==> config.mk <==
export PLATFORM = sky130hd
export DESIGN_NAME = rr_lock_arbiter
export DESIGN_NICKNAME = d
export VERILOG_FILES = /design/src/rtl/rr_lock_arbiter.sv
export SDC_FILE = /design/constraint.sdc
export NUM_CORES = 1
export LEC_CHECK = 0
export ABC_CLOCK_PERIOD_IN_PS = 2400
export BUFFER_PORTS_ARGS = -buffer_cell sky130_fd_sc_hd__buf_2
export CAP_MARGIN = 5
export CORE_UTILIZATION = 55
export CTS_BUF_LIST = sky130_fd_sc_hd__clkbuf_4 sky130_fd_sc_hd__clkbuf_8
export CTS_CLUSTER_DIAMETER = 40
export DETAILED_ROUTE_END_ITERATION = 16
export GPL_TIMING_DRIVEN = 1
export PLACE_DENSITY = 0.82
export SYNTH_ARGS = -nofsm -noshare
export SYNTH_HDL_FRONTEND = slang
export SYNTH_SLANG_ARGS = --single-unit
==> constraint.sdc <==
create_clock -name clk -period 2.4 [get_ports clk]
set_input_delay 0.48 -clock clk [delete_from_list [all_inputs] [get_ports clk]]
set_output_delay 0.48 -clock clk [all_outputs]
set_load 0.005 [all_outputs]
==> src/rtl/rr_lock_arbiter.sv <==
// Round-robin arbiter with transaction locking: a grant stays with its owner until done,
// request drop, or a forced revoke after MAX_HOLD consecutive grant cycles.
module rr_lock_arbiter #(
    parameter int N        = 4,
    parameter int ID_W     = 2,
    parameter int MAX_HOLD = 16,
    parameter int HOLD_W   = 5
) (
    input  logic            clk,
    input  logic            reset,
    input  logic [N-1:0]    req,
    input  logic [N-1:0]    done,
    output logic [N-1:0]    gnt,
    output logic [ID_W-1:0] gnt_id,
    output logic            busy,
    output logic            timeout
);

    localparam logic [0:0] S_IDLE  = 1'b0;
    localparam logic [0:0] S_GRANT = 1'b1;

    logic [0:0]        state;
    logic [ID_W-1:0]   ptr;
    logic [HOLD_W-1:0] hold_cnt;
    logic              found;
    logic [ID_W-1:0]   win;
    logic              owner_done;
    logic              owner_gone;
    logic              hold_max;

    // Rotating search: first requester at or after ptr, wrapping around.
    always_comb begin
        found = 1'b0;
        win   = '0;
        for (int i = 0; i < N; i++) begin
            if (!found && req[(int'(ptr) + i) % N]) begin
                found = 1'b1;
                win   = ID_W'((int'(ptr) + i) % N);
            end
        end
    end

    assign owner_done = done[gnt_id];
    assign owner_gone = !req[gnt_id];
    assign hold_max   = (hold_cnt == HOLD_W'(MAX_HOLD));

    always_ff @(posedge clk) begin
        if (reset) begin
            state    <= S_IDLE;
            gnt      <= '0;
            gnt_id   <= '0;
            ptr      <= '0;
            hold_cnt <= '0;
            busy     <= 1'b0;
            timeout  <= 1'b0;
        end else begin
            timeout <= 1'b0;
            case (state)
                S_IDLE: begin
                    if (found) begin
                        state    <= S_GRANT;
                        gnt      <= {{(N-1){1'b0}}, 1'b1} << win;
                        gnt_id   <= win;
                        busy     <= 1'b1;
                        hold_cnt <= HOLD_W'(1);
                        ptr      <= (win == ID_W'(N - 1)) ? '0 : win + 1'b1;
                    end
                end
                S_GRANT: begin
                    // Owner's own done/request-drop take precedence over the hold-limit revoke.
                    if (owner_done || owner_gone || hold_max) begin
                        state    <= S_IDLE;
                        gnt      <= '0;
                        busy     <= 1'b0;
                        hold_cnt <= '0;
                        timeout  <= !owner_done && !owner_gone;
                    end else begin
                        hold_cnt <= hold_cnt + 1'b1;
                    end
                end
                default: begin
                    state <= S_IDLE;
                    gnt   <= '0;
                    busy  <= 1'b0;
                end
            endcase
        end
    end

endmodule

# After elaboration in Yosys (flattened, before gate mapping)
# Index checks and enable logic that the tools add are counted.
# classes
add_sub_neg	5
order_cmp	5
n_eq_ne	4
n_shift	1
mux	36
n_bitwise	5
reduce_logical	17
# ops
op	count
$mux W1	17
$bmux W1 S2	6
$lt A3 B4 Y1 const B	3
$mux W2	5
$mux W5	2
$pmux W5 S2	1
$mux W4	2
$pmux W4 S2	1
$lt A2 B3 Y1 const B	2
$reduce_or A2 Y1	3
$add A5 B1 Y5 const B	1
$eq A5 B5 Y1 const B	1
$logic_not A1 Y1	5
$add A2 B1 Y2 const B	2
$add A2 B2 Y2 const B	2
$logic_and A1 B1 Y1	4
$pmux W1 S2	2
$reduce_and A2 Y1	2
$shl A1 B2 Y4 const A	1
$and A1 B1 Y1 const A	3
$reduce_or A3 Y1	1
$eq A2 B2 Y1 const B	1
$logic_or A1 B1 Y1	2
$ne A2 B1 Y1 const B	1
2 further kinds	3
# word_totals
regBits	16
in_bits	10
out_inout_bits	8
word_cells	80

# Longest topological paths before layout
# Gate-level depths: netlist of run 1.
# depth
depth_word	17
depth_mapped	7
ltp_nobuf	7

# Least setup slack after synthesis of run 1
# Ideal clock, no wire load.
# synth_timing
kind	input to register
startpoint	input req[2]
endpoint	register ptr[1]
setup_time_ns	0.132
arrival_ns	1.611
required_ns	2.268
slack_ns	0.657
stages	7
path_buffers	0
cell_sequence	mux2i_1 -> nor2_1 -> or4_1 -> inv_1 -> ha_1 -> nand2_1 -> a21oi_1
# synth_via
elab_chain_len	14
elab_cells_between_ends	29
classes_between	add/sub (1); eq/ne (1); mux (20); reduce/logical (7)
# synth_lines
element	line	rtl
start, declared	11	input logic [N-1:0] req,
$bmux W1 S2	36	if (!found && req[(int'(ptr) + i) % N]) begin
$mux W1 (not written as such)	36	
$mux W1	36	
$logic_not A1 Y1	36	
$logic_and A1 B1 Y1	36	
$mux W1	36	
$logic_not A1 Y1	36	
$logic_and A1 B1 Y1	36	
$mux W1	36	
$logic_not A1 Y1	36	
$logic_and A1 B1 Y1	36	
$mux W2 *	36	
via win[0]	26	logic [ID_W-1:0] win;
$add A2 B1 Y2 / $eq A2 B2 Y1 (equally long branches)	66	ptr <= (win == ID_W'(N - 1)) ? '0 : win + 1'b1;
$mux W2 *	66	
end signal, assigned	66	
end, declared	23	logic [ID_W-1:0] ptr;
# The timed path passes the listed nets; every way through them passes the cells marked *. The select of a mux whose other input is x is not followed.
# A chain may end at the register's enable or synchronous reset.

# Final worst setup path of run 1
# layout_timing
startpoint	register ptr[1]
endpoint	register ptr[1]
# layout_via
elab_chain_len	14
elab_cells_between_ends	32
classes_between	add/sub (4); eq/ne (1); mux (20); reduce/logical (7)
# layout_lines
element	line
$add A2 B1 Y2 / $bmux W1 S2 (equally long branches)	36
$bmux W1 S2 / $mux W1 (equally long branches)	36
$mux W1 (not written as such)	36
$mux W1 (not written as such) / $logic_not A1 Y1 (equally long branches)	36
$logic_and A1 B1 Y1	36
$mux W1	36
$logic_not A1 Y1	36
$logic_and A1 B1 Y1	36
$mux W1	36
$logic_not A1 Y1	36
$logic_and A1 B1 Y1	36
$mux W2 *	36
via win[0]	26
$add A2 B1 Y2 / $eq A2 B2 Y1 (equally long branches)	66
$mux W2 *	66
# Marks and branches as above.

==> impl_metrics.csv, run 1 <==
group,metric,value,unit
critical_path,worstSetupEndpointType,"flop",
final_layout,syn_to_final_growth,13.76,%
detailed_routing,via_per_inst,5.957,
timing,max_slew.worst_pin.slew,518.7,ps
final_layout,design_area,1013,um2
detailed_routing,drtAntennaViolNets,0,
logic_synthesis,count_of_flip_flops_with_a_built_in_enable_after_synthesis,0,
detailed_routing,wirelength_per_cell,13.02,um
cts,tritoncts,"built",
detailed_routing,drt_iter0_drc,13,
final_layout,drive_gt1_frac,0.1967,
cts,clock-root-buffer,"sky130_fd_sc_hd__clkbuf_4",
placement,placedCellCount,134,
cts,post_cts.repair.setup_buffers,0,
detailed_routing,top_layer_used,"met4",
final_layout,antenna_cells_inserted,0,
placement,place_area,977.2,um2
critical_path,critical_path.max_fanout,6,
detailed_routing,detail_route.wirelength,1.797,mm
cts,hold_buffer_count_at_cts,0,
timing,fin_setup_tns,0,ps
timing,clock-skew-final,5.565,ps
timing,final.period_utilization,0.7730,
power_and_ir_drop,share_clk_of_total_power,0.283,
critical_path,crit_arrival,2030,ps
grt,grt_overflow_total,0,
critical_path,cp_data_required_time,2570,ps
critical_path,critical_path_class,"flop to flop",
logic_synthesis,synth_top_flop_cell,"sky130_fd_sc_hd__dfxtp_1",
timing,report.final.setup_viol,0,
cts,clk-insertion-delay-late,280,ps
detailed_routing,met2WireLength,856,um
cts,cts.reportedPaths.clkPinSlew,100,ps
logic_synthesis,synth_seq_cells,16,
final_layout,fin_cells,138,
critical_path,rr_startpoint,"ptr[1]$_SDFFE_PP0P_",
grt,number_of_global_route_vias_before_repair,737,
detailed_routing,metal_1_wl,833,um
die,die_area,1785,um2
power_and_ir_drop,power.switching_fraction,0.2942,
logic_synthesis,netlist_instances,105,
logic_synthesis,synth_cell_type_count,32,
grt,grt_max_degree,23,
die,io-pin-count,18,
detailed_routing,route.met3.wl,100,um
power_and_ir_drop,totalPowerFinal,0.6279,mW
logic_synthesis,ys_async_sr_fraction,0,
power_and_ir_drop,internal_power_consumption,0.4432,mW
grt,global_route.usage.total,0.2231,
power_and_ir_drop,part_of_the_power_in_registers,0.498,
logic_synthesis,synth_seq_area_share,0.3596,
timing,final_number_of_max_transition_violations,0,
power_and_ir_drop,power-per-cell-area,619.5,nW/um2
min_path,min-delay-path-class,"flop to flop",
job,cap_viol_max_count,0,
final_layout,finalNetCount,139,
min_path,hold_path.startpoint,"gnt[0]$_SDFFE_PP0P_",
logic_synthesis,yosysWarnings,0,
cts,cts-htree-levels,1,
critical_path,worstSetupStartpoint,"ptr[1]$_SDFFE_PP0P_",
critical_path,critical_path.cell_chain,"mux2i_1 -> nor2_1 -> or4_1 -> inv_1 -> ha_1 -> nand2_1 -> a21oi_1",
run_status,result_of_the_run,"finished, final reports clean",
critical_path,setup.worst_path.start_class,"flop",
timing,timing.fmax,539.0,MHz
placement,port_buffers,17,
logic_synthesis,synthesis.nets,121,
detailed_routing,detailedRoute.firstPassIterationCount,5,
timing,relative_slew_margins,0.6510,
timing,timing.final.crit_period,1855,ps
die,core.rowCount,14,
die,floorplan.die.width,42.25,um
timing,rsz0062_at_grt,"false",
critical_path,timing.critical_path.slowest_cell_delay,560,ps
cts,cts-resized-gates,0,
placement,hpwlAfterDp,1.256,mm
grt,grt_first_pass_wirelength,3.105,mm
power_and_ir_drop,p_comb_frac,0.220,
placement,gpl.final_weighted_congestion,0.7700,
die,core-area,1506,um2
critical_path,critical_path.slowest_cell,"sky130_fd_sc_hd__or4_1",
logic_synthesis,syn_area_per_cell,8.484,um2
logic_synthesis,netlist_area_before_placement,890.9,um2
power_and_ir_drop,netSwitchingPower,0.1847,mW
detailed_routing,vias,822,
cts,clock_path_buffers,2,
cts,numClockSinks,16,
timing,final-hold-violation-count,0,
grt,initial_antenna_violation_count,0,
power_and_ir_drop,power_leakage,0.4273,nW
die,initial_utilization,0.5914,
power_and_ir_drop,power.ir.vdd_worst,0.0003252,V
cts,cts_inserted_buffers,3,
detailed_routing,route.detailed.drc,0,
die,chipHeight,42.25,um
-- final timing paths --
path	to	slack [ps]	cells after the start
max	ptr[1]$_SDFFE_PP0P_	540	7
min	gnt[0]$_SDFFE_PP0P_	460	2
max reg2reg	ptr[1]$_SDFFE_PP0P_	540	7
min reg2reg	gnt[0]$_SDFFE_PP0P_	460	2
-- placed cells by master (no fill, tap or decap), drive strengths merged, types with 2 or more instances in the layout --
master	netlist	final
nand4	3	3
clkbuf	3	4
o31ai	5	5
o22ai	2	2
a21oi	8	8
nor2b	5	5
or4	2	2
nor2	5	5
a31oi	2	2
nand3	3	3
dfxtp	16	16
inv	5	5
and2	2	2
buf	1	17
nand3b	5	5
ha	6	6
nand2b	3	3
nand2	14	14
nor3	2	2
-- Yosys cell counts, types with 2 or more instances --
library cell	number	area [um2]
sky130_fd_sc_hd__inv_1	5	18.77
sky130_fd_sc_hd__nor2_1	5	18.77
sky130_fd_sc_hd__a21oi_1	8	40.04
sky130_fd_sc_hd__nor2b_1	5	31.28
sky130_fd_sc_hd__nand2b_1	3	18.77
sky130_fd_sc_hd__o31ai_1	5	37.54
sky130_fd_sc_hd__nand3b_1	5	37.54
sky130_fd_sc_hd__nand4_1	3	18.77
sky130_fd_sc_hd__nand2_1	14	52.55
sky130_fd_sc_hd__nor3_1	2	10.01
sky130_fd_sc_hd__ha_1	6	75.07
sky130_fd_sc_hd__o22ai_1	2	12.51
sky130_fd_sc_hd__dfxtp_1	16	320.3
sky130_fd_sc_hd__and2_1	2	12.51
sky130_fd_sc_hd__clkbuf_1	3	11.26
sky130_fd_sc_hd__nand3_1	3	15.01
sky130_fd_sc_hd__or4_1	2	15.01
sky130_fd_sc_hd__a31oi_1	2	12.51
-- flip-flops by register name (all words and copies together) (netlist names) --
| name | cells |
|---|---|
| gnt_id | 2 |
| gnt | 4 |
| hold_cnt | 5 |
| state | 1 |
| timeout | 1 |
| ptr | 2 |
| busy | 1 |
-- routing by layer --
layer | GRT usage | vias up
li1 | - | 414
met1 | 0.2981 | 374
met2 | 0.3723 | 32
met3 | 0.03879 | 2
met4 | 0.05625 | 0
met5 | 0 | -
-- power groups by stage --
stage / clock network, mW / logic [mW] / registers, mW
after global placement: 0 / 0.133 / 0.317
after global routing: 0.195 / 0.153 / 0.317
after detailed placement: 0 / 0.137 / 0.317
after CTS: 0.182 / 0.138 / 0.312
after floorplan: 0 / 0.0988 / 0.313
final: 0.177 / 0.138 / 0.312
-- stage by stage --
stage	util	worst slack, ps	hold WS [ps]
after floorplan	-	656.6	451.4
after global placement	0.6487	480.0	442.3
after detailed placement	0.6487	449.7	445.5
after CTS	0.6728	555.1	464.2
after global routing	0.6728	474.7	493.8
final	0.6728	544.7	460.3
-- cells by family after synthesis --
kind of cell               synth area share
and+or+nand+nor                      0.3076
AOI/OAI and AO/OA                    0.1699
DFF                                  0.3596
buffers and inverters               0.04214
adders and majority gates           0.08427
muxes                               0.03652
-- critical path, delay by kind of cell, from the launching register on --
family | cells | cell delay [ps]
compound gates | 1 | 60
fa+ha+maj | 1 | 230
buf+inv | 1 | 110
flops | 1 | 450
mux | 1 | 210
simple gates | 3 | 680
-- layout make-up --
class / instances / area, um2
timing repair buffer: 17 / 85.08
tap: 16 / 20.02
multi-input combinational: 80 / 533.0
inverter: 5 / 18.77
sequential: 16 / 320.3
clock buffer: 4 / 36.28
fill: 132 / 493.0
Power figures use the tool's default switching activity.
==> run 2, diff against run 1 <==
- ABC_AREA: unset -> 1
- ABC_CLOCK_PERIOD_IN_PS: 2400 -> 1500
- CORE_UTILIZATION: 55 -> 52
- PLACE_DENSITY: 0.82 -> 0.79
- clock period: 2.4 -> 1.5 ns (I/O delays scaled with it)
==> run 2 against run 1 <==
  * Largest cell class unchanged
  * Final area rose by 50%
  * Clock-buffer cell count unchanged
  * Sequential power grew 130%
  * Critical endpoint unchanged
  * The run now ends with negative setup slack left
  * First-iteration DRC count rose by 54%
  * Register-to-register slack worse by 730 ps
==> impl_metrics.csv, run 2 <==
group,metric,value,unit
detailed_routing,via_per_inst,5.085,
cts,hold_buffer_count_at_cts,0,
critical_path,critical_path.cell_chain,"inv_8 -> nand2_1 -> nand2_4 -> nand2_2 -> nand2_4 -> nor2_8 -> nand3_2 -> nand3_2 -> nand2_4 -> inv_4 -> ha_4 -> o21ai_2 -> nor2_1",
logic_synthesis,synth_top_cell_area_share,0.2909,
logic_synthesis,ys_top_cells_by_area,"sky130_fd_sc_hd__dfxtp_1 29%, sky130_fd_sc_hd__nand2_1 18%, sky130_fd_sc_hd__ha_1 6.8%",
final_layout,largest_registers,"hold_cnt (5), gnt (4)",
critical_path,critical_path.slowest_cell,"sky130_fd_sc_hd__dfxtp_4",
timing,final.setup.worst_slack,-188.9,ps
die,core.rowCount,16,
min_path,min-delay-path-class,"input port to flop",
detailed_routing,drt_iter0_drc,20,
final_layout,finalNetCount,214,
cts,clk-insertion-delay-late,290,ps
logic_synthesis,synth_cell_type_count,20,
grt,number_of_global_route_vias_before_repair,1074,
final_layout,regMostFlops,"hold_cnt",
final_layout,drive_gt1_frac,0.4569,
final_layout,final_common_cell,"sky130_fd_sc_hd__nand2_1",
detailed_routing,detailedRoute.firstPassIterationCount,4,
cts,numClockSinks,16,
power_and_ir_drop,power_leakage,0.7726,nW
detailed_routing,route.detailed.drc,0,
logic_synthesis,synth_top_flop_cell,"sky130_fd_sc_hd__dfxtp_1",
critical_path,setup.worst_path.start_class,"flop",
placement,port_buffers,17,
cts,cts-htree-levels,1,
critical_path,worstSetupEndpointType,"flop",
die,io-pin-count,18,
timing,final.period_utilization,1.126,
power_and_ir_drop,power-per-cell-area,2052,nW/um2
detailed_routing,detail_route.wirelength,2.615,mm
detailed_routing,wirelength_per_cell,11.67,um
timing,relative_slew_margins,0.8204,
cts,tritoncts,"built",
power_and_ir_drop,part_of_the_power_in_registers,0.229,
logic_synthesis,count_of_flip_flops_with_a_built_in_enable_after_synthesis,0,
logic_synthesis,ys_async_sr_fraction,0,
final_layout,fin_cells,224,
grt,grt_overflow_total,0,
final_layout,antenna_cells_inserted,0,
timing,clock-skew-final,2.539,ps
power_and_ir_drop,internal_power_consumption,1.582,mW
placement,hpwlAfterDp,1.934,mm
power_and_ir_drop,power.ir.vdd_worst,0.001385,V
timing,timing.fmax,592.1,MHz
detailed_routing,drtAntennaViolNets,0,
final_layout,largest_register_ffs,5,
cts,cts_inserted_buffers,3,
power_and_ir_drop,power.switching_fraction,0.4927,
cts,clock_path_buffers,2,
logic_synthesis,syn_area_per_cell,6.755,um2
timing,max_slew.worst_pin.slew,269.1,ps
critical_path,critical_path.n_buffers_inverters,2,
logic_synthesis,library_cell_occupying_the_most_area_in_the_post_synthesis_netlist,"sky130_fd_sc_hd__dfxtp_1",
critical_path,critical_path_depth,13,
timing,final-hold-violation-count,0,
run_status,violations,"negative setup slack",
die,chipHeight,48.02,um
run_status,result_of_the_run,"finished, violations left",
critical_path,critical_path.max_fanout,8,
grt,global_route.usage.total,0.2533,
cts,cts.reportedPaths.clkPinSlew,90,ps
detailed_routing,vias,1139,
timing,final_number_of_max_transition_violations,0,
logic_synthesis,synthesis.nets,179,
critical_path,path_common_cell,"sky130_fd_sc_hd__nand2_4",
power_and_ir_drop,p_comb_frac,0.680,
die,core-area,1982,um2
placement,gpl.final_weighted_congestion,0.8496,
critical_path,cp_data_required_time,1690,ps
logic_synthesis,yosys.cell_count.top_type,"sky130_fd_sc_hd__nand2_1",
critical_path,crit_family,"simple AND/OR/NAND/NOR gates",
logic_synthesis,synth_seq_cells,16,
critical_path,critical_path_class,"flop to flop",
grt,initial_antenna_violation_count,0,
job,cap_viol_max_count,0,
power_and_ir_drop,netSwitchingPower,1.537,mW
critical_path,timing.critical_path.slowest_cell_delay,430,ps
die,initial_utilization,0.5556,
critical_path,crit_arrival,1880,ps
logic_synthesis,netlist_area_before_placement,1101,um2
logic_synthesis,netlist_top_cells_count,"53 x sky130_fd_sc_hd__nand2_1, 20 x sky130_fd_sc_hd__inv_1, 16 x sky130_fd_sc_hd__dfxtp_1",
logic_synthesis,synth_seq_area_share,0.2909,
power_and_ir_drop,totalPowerFinal,3.119,mW
grt,grt_first_pass_wirelength,4.133,mm
placement,placedCellCount,218,
logic_synthesis,netlist_instances,163,
timing,timing.final.crit_period,1689,ps
final_layout,syn_to_final_growth,38.07,%
grt,grt_max_degree,10,
power_and_ir_drop,share_clk_of_total_power,0.091,
critical_path,worstRegToRegCells,13,
timing,report.final.setup_viol,13,
final_layout,final_cell_mix,"39 x sky130_fd_sc_hd__nand2_1, 17 x sky130_fd_sc_hd__buf_2, 16 x sky130_fd_sc_hd__inv_1, 16 x sky130_fd_sc_hd__nand2_2, 14 x sky130_fd_sc_hd__dfxtp_1",
min_path,holdPathStages,2,
die,die_area,2305,um2
logic_synthesis,yosysWarnings,0,
die,floorplan.die.width,48.02,um
timing,rsz0062_at_grt,"true",
cts,clock-root-buffer,"sky130_fd_sc_hd__clkbuf_4",
[run 2: logic make-up after synthesis]
kind of cell	share of synthesized area
simple gates	0.4489
buf+inv	0.1011
compound gates	0.09090
flops	0.2909
fa+ha+maj	0.06818
[run 2: repair_timing]
action	in CTS	in global routing
pin swaps	8	8
endpoints found under the setup margin	15	15
resized for setup	18	17
buffers inserted	2	0
[run 2: layout make-up]
type | count | area, um2
clock buffers | 4 | 36.28
fillers | 142 | 461.7
inverters | 24 | 112.6
multi-input cells | 122 | 812.0
flip-flops and latches | 16 | 327.8
well taps | 27 | 33.78
repair buffers | 31 | 197.7
[run 2: worst reg2reg max path: cells and delay by family (launching register included)]
kind	cells	cell delay, ps
AO/OA/AOI/OAI	1	100
flip-flops	1	430
adder cells (fa/ha/maj)	1	190
AND/OR/NAND/NOR	9	740
buffers and inverters	2	120
[run 2: final timing paths]
check,slack [ps],start,end
min reg2reg,440,gnt[2]$_SDFFE_PP0P_,gnt[2]$_SDFFE_PP0P_
min,260,reset,hold_cnt[3]$_SDFFE_PP0P_
max,-190,ptr[0]$_SDFFE_PP0P_,ptr[1]$_SDFFE_PP0P_
max reg2reg,-190,ptr[0]$_SDFFE_PP0P_,ptr[1]$_SDFFE_PP0P_
[run 2: layer usage]
layer	vias up	global-route usage	routed length [um]
met5	-	0	0
met4	0	0.1278	71
met3	8	0.04906	55
met2	18	0.5027	1446
met1	529	0.2410	1042
li1	584	-	-
[run 2: per-stage QoR]
stage	setup WS, ps	hold slack [ps]	util	setup TNS [ps]	cell area (um2)
after floorplan	-101.0	369.1	-	-107.2	1151
after global placement	-182.9	423.9	0.6806	-930.7	1349
after detailed placement	-272.4	429.0	0.6806	-1885	1349
after CTS	-188.8	272.6	0.7393	-832.0	1465
after global routing	-292.6	265.8	0.7670	-2748	1520
final	-188.9	263.7	0.7670	-1535	1520
[run 2: power groups by stage]
stage | Sequential (mW) | Combinational, mW | Clock, mW
finish | 0.713 | 2.12 | 0.285
global route | 0.730 | 2.35 | 0.315
CTS | 0.703 | 1.99 | 0.291
detailed placement | 0.707 | 1.76 | 0
global placement | 0.699 | 1.71 | 0
floorplan | 0.666 | 1.34 | 0
==> run 3, diff against run 2 <==
- RECOVER_POWER: unset -> 100
==> run 3 against run 2 <==
  * The flow still finishes with violations (negative setup slack)
  * Sequential power about the same
  * Critical endpoint unchanged
  * Sequential cell count did not move
  * Clock skew shrank 0.58 ps
  * Critical path type unchanged
==> impl_metrics.csv, run 3 (synthesis gave the netlist of run 2 again) <==
group,metric,value,unit
placement,placedCellCount,218,
grt,grt_overflow_total,0,
die,die_area,2305,um2
die,chipHeight,48.02,um
critical_path,cp_data_required_time,1690,ps
placement,gpl.final_weighted_congestion,0.8496,
final_layout,largest_register_ffs,5,
die,initial_utilization,0.5556,
final_layout,finalNetCount,214,
timing,final-hold-violation-count,0,
job,cap_viol_max_count,0,
die,core.rowCount,16,
cts,numClockSinks,16,
grt,grt_max_degree,10,
critical_path,worstSetupEndpointType,"flop",
run_status,result_of_the_run,"finished, violations left",
critical_path,worst-r2r-setup-slack,-190,ps
die,io-pin-count,18,
power_and_ir_drop,totalPowerFinal,3.116,mW
detailed_routing,via_per_inst,5.036,
timing,timing.fmax,591.4,MHz
grt,number_of_global_route_vias_before_repair,1074,
timing,timing.final.crit_period,1691,ps
placement,hpwlAfterDp,1.934,mm
final_layout,final_cell_mix,"39 x sky130_fd_sc_hd__nand2_1, 16 x sky130_fd_sc_hd__inv_1, 16 x sky130_fd_sc_hd__nand2_2",
power_and_ir_drop,power-per-cell-area,2061,nW/um2
timing,relative_slew_margins,0.8203,
timing,max_slew.worst_pin.slew,269.2,ps
critical_path,setup.worst_path.start_class,"flop",
final_layout,fill_cells,144,
cts,clk-insertion-delay-late,290,ps
cts,cts_inserted_buffers,3,
timing,report.final.setup_viol,13,
critical_path,worstRegToRegCells,13,
run_status,violations,"negative setup slack",
timing,rsz0062_at_grt,"true",
final_layout,regMostFlops,"hold_cnt",
power_and_ir_drop,share_clk_of_total_power,0.092,
grt,initial_antenna_violation_count,0,
critical_path,critical_path.max_fanout,8,
min_path,min-delay-path-class,"input port to flop",
cts,cts-htree-levels,1,
detailed_routing,vias,1128,
die,core-area,1982,um2
detailed_routing,detailedRoute.firstPassIterationCount,4,
critical_path,crit_arrival,1890,ps
power_and_ir_drop,p_comb_frac,0.679,
power_and_ir_drop,power.ir.vdd_worst,0.001388,V
critical_path,rr_endpoint,"ptr[1]$_SDFFE_PP0P_",
timing,final_number_of_max_transition_violations,0,
detailed_routing,route.detailed.drc,0,
cts,tritoncts,"built",
final_layout,antenna_cells_inserted,0,
timing,final.setup.worst_slack,-190.9,ps
final_layout,final_common_cell,"sky130_fd_sc_hd__nand2_1",
critical_path,critical_path_capture_point,"ptr[1]$_SDFFE_PP0P_",
grt,global_route.usage.total,0.2533,
placement,port_buffers,17,
critical_path,worstSetupStartpoint,"ptr[0]$_SDFFE_PP0P_",
power_and_ir_drop,netSwitchingPower,1.549,mW
critical_path,critical_path_class,"flop to flop",
grt,grt_first_pass_wirelength,4.133,mm
power_and_ir_drop,power_leakage,0.7449,nW
power_and_ir_drop,internal_power_consumption,1.567,mW
final_layout,drive_gt1_frac,0.4213,
final_layout,fin_cells,224,
die,floorplan.die.width,48.02,um
timing,hold_slack,263.0,ps
timing,final.period_utilization,1.127,
final_layout,largest_registers,"hold_cnt (5), gnt (4)",
cts,cts.reportedPaths.clkPinSlew,90,ps
detailed_routing,detail_route.wirelength,2.645,mm
power_and_ir_drop,power.switching_fraction,0.4971,
critical_path,rr_startpoint,"ptr[0]$_SDFFE_PP0P_",
cts,clock_path_buffers,2,
final_layout,syn_to_final_growth,37.27,%
cts,clock-root-buffer,"sky130_fd_sc_hd__clkbuf_4",
power_and_ir_drop,part_of_the_power_in_registers,0.230,
timing,clock-skew-final,1.963,ps
final_layout,seq_area,327.8,um2
final_layout,multi_input_comb_area,812.0,um2
detailed_routing,wirelength_per_cell,11.81,um
detailed_routing,drt_iter0_drc,23,
detailed_routing,drtAntennaViolNets,0,
==> run 3: cell count changes in the layout (fill, tap and decap cells not counted), sizes merged <==
cell	change
buf	-6
clkbuf	+6
==> run 3: worst min path at each step <==
stage | startpoint | end | slack, ps | depth (start not counted)
floorplan | reset | gnt_id[0]$_SDFFE_PP0P_ | 370 | 1
global placement | gnt[0]$_SDFFE_PP0P_ | gnt[0]$_SDFFE_PP0P_ | 420 | 2
detailed placement | gnt[3]$_SDFFE_PP0P_ | gnt[3]$_SDFFE_PP0P_ | 430 | 2
CTS | reset | hold_cnt[4]$_SDFFE_PP0P_ | 270 | 2
global route | reset | hold_cnt[3]$_SDFFE_PP0P_ | 270 | 2
finish | reset | hold_cnt[3]$_SDFFE_PP0P_ | 260 | 2
==> run 3: metal layers <==
layer	track usage	vias to the layer above	routed length, um
li1	-	582	-
met5	0	-	0
met4	0.1278	0	57
met1	0.2410	524	1058
met3	0.04906	6	58
met2	0.5027	16	1471
==> run 3: what timing repair did <==
item / 4_1_cts / 5_1_grt
setup endpoints to repair: 15 / 15
endpoints found under the hold margin: 0 / 0
hold buffers: 0 / 0
buffers inserted: 2 / 0
resized for setup: 18 / 17
pin swaps: 8 / 8
==> run 3: cell type report <==
cell class | instances | area share
clock buffer | 4 | 0.02401
inverter | 24 | 0.07450
multi-input combinational | 122 | 0.5373
sequential | 16 | 0.2169
tap | 27 | 0.02235
timing repair buffer | 31 | 0.1250
==> run 3: worst max-delay path: stages, from the launching register on <==
cell	delay [ps]
sky130_fd_sc_hd__dfxtp_4	420
sky130_fd_sc_hd__inv_8	60
sky130_fd_sc_hd__nand2_1	100
sky130_fd_sc_hd__nand2_4	60
sky130_fd_sc_hd__nand2_2	70
sky130_fd_sc_hd__nand2_4	70
sky130_fd_sc_hd__nor2_8	160
sky130_fd_sc_hd__nand3_2	90
sky130_fd_sc_hd__nand3_2	80
sky130_fd_sc_hd__nand2_4	70
sky130_fd_sc_hd__inv_4	60
sky130_fd_sc_hd__ha_4	190
sky130_fd_sc_hd__o21ai_2	100
sky130_fd_sc_hd__nor2_1	40
==> run 3: power groups by stage <==
| stage | logic, mW | clock network (mW) | registers [mW] |
|---|---|---|---|
| after floorplan | 1.34 | 0 | 0.666 |
| after global placement | 1.71 | 0 | 0.699 |
| after detailed placement | 1.76 | 0 | 0.707 |
| after CTS | 1.99 | 0.291 | 0.703 |
| after global routing | 2.33 | 0.315 | 0.732 |
| final | 2.11 | 0.286 | 0.715 |
==> run 3: stage by stage <==
stage / setup WS, ps / util / cell area (um2) / setup TNS, ps
3_3_place_gp: -182.9 / 0.6806 / 1349 / -930.7
4_1_cts: -188.8 / 0.7393 / 1465 / -832.0
6_report: -190.9 / 0.7626 / 1511 / -1531
2_1_floorplan: -101.0 / - / 1151 / -107.2
3_5_place_dp: -272.4 / 0.6806 / 1349 / -1885
5_1_grt: -292.6 / 0.7626 / 1511 / -2748
